**src/rtl/sim_pkg.sv**
```systemverilog
// Shared run-controller types: FSM states, store-hit kinds and the default tohost address.
// Pure declarations, no logic and no latency.
package sim_pkg;

  typedef enum logic [2:0] {
    ST_IDLE,
    ST_RST_HOLD,
    ST_RUN,
    ST_PASS,
    ST_FAIL,
    ST_TIMEOUT
  } run_state_e;

  typedef enum logic [1:0] {
    HIT_NONE,
    HIT_PASS,
    HIT_FAIL
  } hit_kind_e;

  localparam logic [31:0] TOHOST_DEFAULT = 32'h0000_1000;

  function automatic logic is_terminal(input run_state_e s);
    return (s == ST_PASS) || (s == ST_FAIL) || (s == ST_TIMEOUT);
  endfunction

endpackage

```
**src/rtl/sim_run_ctrl_tohost_match.sv**
```systemverilog
// Decodes one store port against the tohost address: combinational, zero latency.
// No flow control; the strobe is sampled only by the controller while running.
module tohost_match
  import sim_pkg::*;
#(
  parameter int unsigned      XLEN        = 32,
  parameter logic [XLEN-1:0]  TOHOST_ADDR = XLEN'(TOHOST_DEFAULT)
) (
  input  logic            st_valid,
  input  logic [XLEN-1:0] st_addr,
  input  logic [XLEN-1:0] st_data,
  output logic            hit,
  output logic            is_pass,
  output logic            is_fail
);

  localparam logic [XLEN-1:0] ONE = {{(XLEN-1){1'b0}}, 1'b1};

  assign hit     = st_valid && (st_addr == TOHOST_ADDR);
  assign is_pass = hit && (st_data == ONE);
  // Even values (including 0) are neither pass nor fail and get ignored.
  assign is_fail = hit && st_data[0] && (st_data != ONE);

endmodule

```
**src/rtl/sim_run_ctrl.sv**
```systemverilog
// Test-run controller: holds the core in reset, runs it, ends on tohost store or timeout.
// Outputs are registered (one cycle after the deciding store); no backpressure, stores are sampled only in RUN.
module sim_run_ctrl
  import sim_pkg::*;
#(
  parameter int unsigned      XLEN           = 32,
  parameter int unsigned      NUM_PORTS      = 1,
  parameter int unsigned      RST_CYCLES     = 4,
  parameter int unsigned      TIMEOUT_CYCLES = 150,
  parameter logic [XLEN-1:0]  TOHOST_ADDR    = XLEN'(TOHOST_DEFAULT)
) (
  input  logic                      clk,
  input  logic                      reset,
  input  logic                      start,
  input  logic [NUM_PORTS-1:0]      st_valid,
  input  logic [NUM_PORTS*XLEN-1:0] st_addr,
  input  logic [NUM_PORTS*XLEN-1:0] st_data,
  output logic                      core_reset,
  output logic                      running,
  output logic                      done,
  output logic                      pass,
  output logic [XLEN-2:0]           fail_code,
  output logic [31:0]               cycle_count
);

  logic [NUM_PORTS-1:0] hit, is_pass, is_fail;

  for (genvar g = 0; g < NUM_PORTS; g++) begin : g_match
    tohost_match #(
      .XLEN        (XLEN),
      .TOHOST_ADDR (TOHOST_ADDR)
    ) u_match (
      .st_valid (st_valid[g]),
      .st_addr  (st_addr[g*XLEN +: XLEN]),
      .st_data  (st_data[g*XLEN +: XLEN]),
      .hit      (hit[g]),
      .is_pass  (is_pass[g]),
      .is_fail  (is_fail[g])
    );
  end

  run_state_e      state_q, state_d;
  logic [7:0]      hold_q, hold_d;
  logic [31:0]     cnt_q, cnt_d, cnt_inc;
  logic [XLEN-2:0] fcode_q, fcode_d;
  hit_kind_e       sel_kind;
  logic [XLEN-2:0] sel_code;
  logic            core_reset_q, running_q, done_q, pass_q;

  // Walk from the top port down so the lowest qualifying index wins.
  always_comb begin
    sel_kind = HIT_NONE;
    sel_code = '0;
    for (int i = int'(NUM_PORTS) - 1; i >= 0; i--) begin
      if (hit[i] && (is_pass[i] || is_fail[i])) begin
        sel_kind = is_pass[i] ? HIT_PASS : HIT_FAIL;
        sel_code = st_data[i*XLEN+1 +: XLEN-1];
      end
    end
  end

  always_comb begin
    state_d = state_q;
    hold_d  = hold_q;
    cnt_d   = cnt_q;
    fcode_d = fcode_q;
    cnt_inc = (cnt_q == 32'hFFFF_FFFF) ? cnt_q : cnt_q + 32'd1;
    if (start) begin
      state_d = ST_RST_HOLD;
      hold_d  = 8'(RST_CYCLES);
      cnt_d   = '0;
      fcode_d = '0;
    end else begin
      case (state_q)
        ST_RST_HOLD: begin
          if (hold_q <= 8'd1) begin
            state_d = ST_RUN;
            hold_d  = '0;
          end else begin
            hold_d = hold_q - 8'd1;
          end
        end
        ST_RUN: begin
          cnt_d = cnt_inc;
          // A qualifying store in the expiry cycle beats the timeout.
          if (sel_kind == HIT_PASS) begin
            state_d = ST_PASS;
          end else if (sel_kind == HIT_FAIL) begin
            state_d = ST_FAIL;
            fcode_d = sel_code;
          end else if (cnt_inc == 32'(TIMEOUT_CYCLES)) begin
            state_d = ST_TIMEOUT;
          end
        end
        default: ;
      endcase
    end
  end

  always_ff @(posedge clk or negedge reset) begin
    if (!reset) begin
      state_q      <= ST_IDLE;
      hold_q       <= '0;
      cnt_q        <= '0;
      fcode_q      <= '0;
      core_reset_q <= 1'b1;
      running_q    <= 1'b0;
      done_q       <= 1'b0;
      pass_q       <= 1'b0;
    end else begin
      state_q      <= state_d;
      hold_q       <= hold_d;
      cnt_q        <= cnt_d;
      fcode_q      <= fcode_d;
      core_reset_q <= (state_d != ST_RUN);
      running_q    <= (state_d == ST_RUN);
      done_q       <= is_terminal(state_d);
      pass_q       <= (state_d == ST_PASS);
    end
  end

  assign core_reset  = core_reset_q;
  assign running     = running_q;
  assign done        = done_q;
  assign pass        = pass_q;
  assign fail_code   = fcode_q;
  assign cycle_count = cnt_q;

endmodule

```
**config.mk**
```make
export PLATFORM = sky130hd
export DESIGN_NAME = sim_run_ctrl
export DESIGN_NICKNAME = d
export VERILOG_FILES = /design/src/rtl/sim_pkg.sv /design/src/rtl/sim_run_ctrl_tohost_match.sv /design/src/rtl/sim_run_ctrl.sv
export SDC_FILE = /design/constraint.sdc
export NUM_CORES = 1
export LEC_CHECK = 0
export CAP_MARGIN = 20
export CORE_MARGIN = 2
export CORE_UTILIZATION = 30
export CTS_BUF_LIST = sky130_fd_sc_hd__clkbuf_16
export DETAILED_ROUTE_END_ITERATION = 8
export PLACE_DENSITY = 0.65
export SLEW_MARGIN = 20
export SYNTH_ARGS = -nofsm -noshare
export SYNTH_HDL_FRONTEND = slang
export SYNTH_SLANG_ARGS = --single-unit
```
**constraint.sdc**
```tcl
create_clock -name clk -period 2.93 [get_ports clk]
set_clock_uncertainty 0.15 [all_clocks]
set_input_delay 0.293 -clock clk [delete_from_list [all_inputs] [get_ports clk]]
set_output_delay 0.293 -clock clk [all_outputs]
set_load 0.03 [all_outputs]
```
==> metrics.yaml <==
status: "finished, violations left"
violations: "setup timing"
fp.dieArea_um2: 15700
pin_count_of_the_biggest_net_entering_global_routing: 79
critical_path_data_required_time_ps: 3020
cp_slowest_stage_delay_ps: 580
worstSetupPathType: "reg2reg"
worst-path-stages: 10
placed_cells_incl_taps: 882
end_kind: "register"
globalRouteTotalUtil_pct: 18.8
synth-edff-count: 0
cts_tree: "yes"
place.port_buffers: 134
seq_area_frac_synth_pct: 44.1
clock_transition_at_the_register_clock_pins_on_the_worst_setup_and_hold_paths_after_cts_ps: 70
grt_antenna_before_repair: 0
clock_tree.htree_level_count: 3
fin_worst_hold_slack_ps: 368
num_antenna_cells: 0
clock_tree.buffer_depth: 2
dr.first_iter.drc_count: 341
rsz0062_at_grt: "true"
cpMaxStageDelayCell: "or4_4"
fin_crit_sh_pct: 104
synth-seq-cells: 78
finalInstanceArea_um2: 6920
postPlaceCellArea_um2: 6440
areaGrowthSynthToFinish_pct: 56.5
num_rows: 44
yosysUniqueCellTypes: 54
crit_top_cell: "nor3_4"
worst_slack_ps: -121
dp_hpwl_um: 11100
drcViolationCount: 0
synthesis.instances: 521
total_leakage_power_nw: 2.69
critPathMaxFanout: 5
syn-num-nets: 592
post-place-ws_ps: -235
reg2regPathDepth: 10
timing.max_slew.rel_slack_pct: 45.1
cp_num_buf_inv: 1
finalNetCount: 786
hp-class: "reg2reg"
max_slew.worst_pin.slew_ps: 823
boundaryPins: 135
vias_in_the_first_global_route: 4753
synth_ff_type: "dfrtp_1"
drt-total-wl_um: 14900
timing.critical_path.cells: "nand4_1 -> buf_4 -> nor3_4 -> nand3_1 -> xnor2_1 -> or4_1 -> or4_4 -> nor3_4 -> o32ai_4 -> o32ai_2"
grt_first_pass_wirelength_um: 24100
inserted_clock_buffers: 9
vias_after_detailed_routing: 4710
avgRoutedWirePerCell_um: 16.5
avgViaCountPerCell: 5.21
finalPower_mw: 3.11
synth.avg_cell_area_um2: 8.49
min_delay_path_depth: 1
clkLatencyLatePin_ps: 330
initial_core_utilization_pct: 30.6
arrival_ps: 3140
fin_crit_ps: 3050
die_width_um: 125
power_per_cell_area_nw_per_um2: 449
grt_remaining_overflow: 0
core-area_um2: 14500
drtPass1Iterations: 6
cp-start-kind: "register"
fin_setup_tns_ps: -279
finalHoldViolCount: 0
fraction_of_layout_cells_with_a_size_suffix_above_1_pct: 19.3
place.gp.congestion: 0.952
slew_viol_final: 0
multiInputGateArea_um2: 2450
maxClockFrequency_mhz: 328
finalCoreUtilization_pct: 47.8
max-vdd-ir-drop_mv: 0.298
finish.cell_count_without_fillers: 904
filler_cell_count: 1390
synth.yosys.warnings: 0
floorplan.die.height_um: 125
cts_root_buf: "clkbuf_16"
route.antenna.remaining_nets: 0
postSynth.asyncResetShare_pct: 100
timing.final.setup_violations: 3
max_cap_violations: 0
syn_area_um2: 4430
area.sequential_um2: 1970
cp_top_family: "simple AND/OR/NAND/NOR gates"
clk_sinks: 78
[worst reg2reg max path, cell delays in order, from the launching register on]
cell and delay, ps:
dfrtp_2 370, nand4_1 140, buf_4 200, nor3_4 180, nand3_1 110, xnor2_1 140, or4_1 480, or4_4 580
nor3_4 230, o32ai_4 140, o32ai_2 240
[flip-flops by register name, indices dropped and copies added, names as in the netlist]
register     flops
cycle_count     32
fail_code       31
hold_q           8
state_q          3
core_reset       1
done             1
pass             1
running          1
[Yosys cell counts (2+ instances only)]
cell type  number  area (um^2)
dfrtp_1        77         1930
or4_1           2         15.0
o21a_1          2         15.0
nor2_4          2         22.5
a21oi_1        52          260
o21ai_0        25          125
nand4_2         2         25.0
inv_1           6         22.5
a22oi_1         2         15.0
nor3_2          3         30.0
buf_4           2         15.0
xnor2_1        12          105
a31oi_1         5         31.3
nand3b_1        2         15.0
o41ai_1         2         17.5
nor4_1         18          113
nor4_4          2         42.5
o32ai_2         2         32.5
nand2b_1        2         12.5
o31ai_1         3         22.5
nor2b_1         9         56.3
or4_4           2         22.5
nor3b_1         2         15.0
and3_1          5         31.3
buf_2           6         30.0
ha_1            3         37.5
nand4_1        21          131
clkbuf_1       18         67.6
nor3_1         14         70.1
xor2_1         17          149
nand3_1        11         55.1
nor2_1         46          173
nor4b_1         5         43.8
nand2_1       103          387
a211oi_1        2         15.0
or3_1          14         87.6
o21bai_1        2         15.0
and2_1          2         12.5
[cell type report]
type | count | area share [%]
Clock inverter | 7 | 1.52
Tap cell | 184 | 3.32
Timing Repair Buffer | 209 | 27.8
Clock buffer | 9 | 3.25
Sequential cell | 78 | 28.4
Inverter | 6 | 0.325
Multi-Input combinational cell | 411 | 35.4
[cells in the final DEF, fill, tap and decap left out, drive strengths merged, types with 2 or more instances in the layout]
cell type	n
ha	3
inv	9
or3	15
a31oi	5
buf	76
xor2	17
and3	5
nor4b	5
nand2b	2
nand3	13
xnor2	12
bufinv	2
nor4	20
nor3b	2
nand3b	2
and2	2
nor2	48
nand4	23
nor2b	9
o21bai	2
o31ai	3
a211oi	2
o41ai	2
nand2	103
a22oi	2
o32ai	2
dfrtp	77
nor3	17
o21a	2
clkdlybuf4s50	132
clkbuf	9
or4	4
a21oi	52
o21ai	26
[per-layer routing]
metal,GRT usage [%],vias up,part of all wire (%)
li1,-,2250,-
met1,24.7,2290,44
met2,31.6,145,50
met3,3.17,25,4.7
met4,6.41,0,1.9
met5,0,-,0
[worst paths after layout]
| kind | startpoint | endpoint | slack (ps) |
|---|---|---|---|
| worst max-delay path | cycle_count[6] | done | -120 |
| worst min-delay path | hold_q[7] | hold_q[7] | 370 |
| worst max register to register | cycle_count[6] | done | -120 |
| worst min register to register | hold_q[7] | hold_q[7] | 370 |
| max in group asynchronous | reset | cycle_count[10] | 1670 |
| min in group asynchronous | reset | cycle_count[31] | 410 |
[cell families after synthesis]
kind of cell / synth area share [%]
adders and majority gates: 0.848
and+or+nand+nor: 32.2
xor gates and xnor gates: 5.74
AOI/OAI and AO/OA: 13.8
DFF: 44.1
buffers and inverters: 3.05
muxes: 0.226
[power by group]
part	switching, mW	internal, mW
clock	0.496	0.761
sequential	0.0725	1.15
combinational	0.349	0.280
[timing repair]
item,in CTS,in global routing
hold buffers,0,1
pin swaps,12,6
buffers inserted,4,1
setup endpoints to repair,7,14
hold endpoints to repair,0,77
gates resized for setup,13,7
gates cloned,0,0
(Power assumes the default switching activity.)
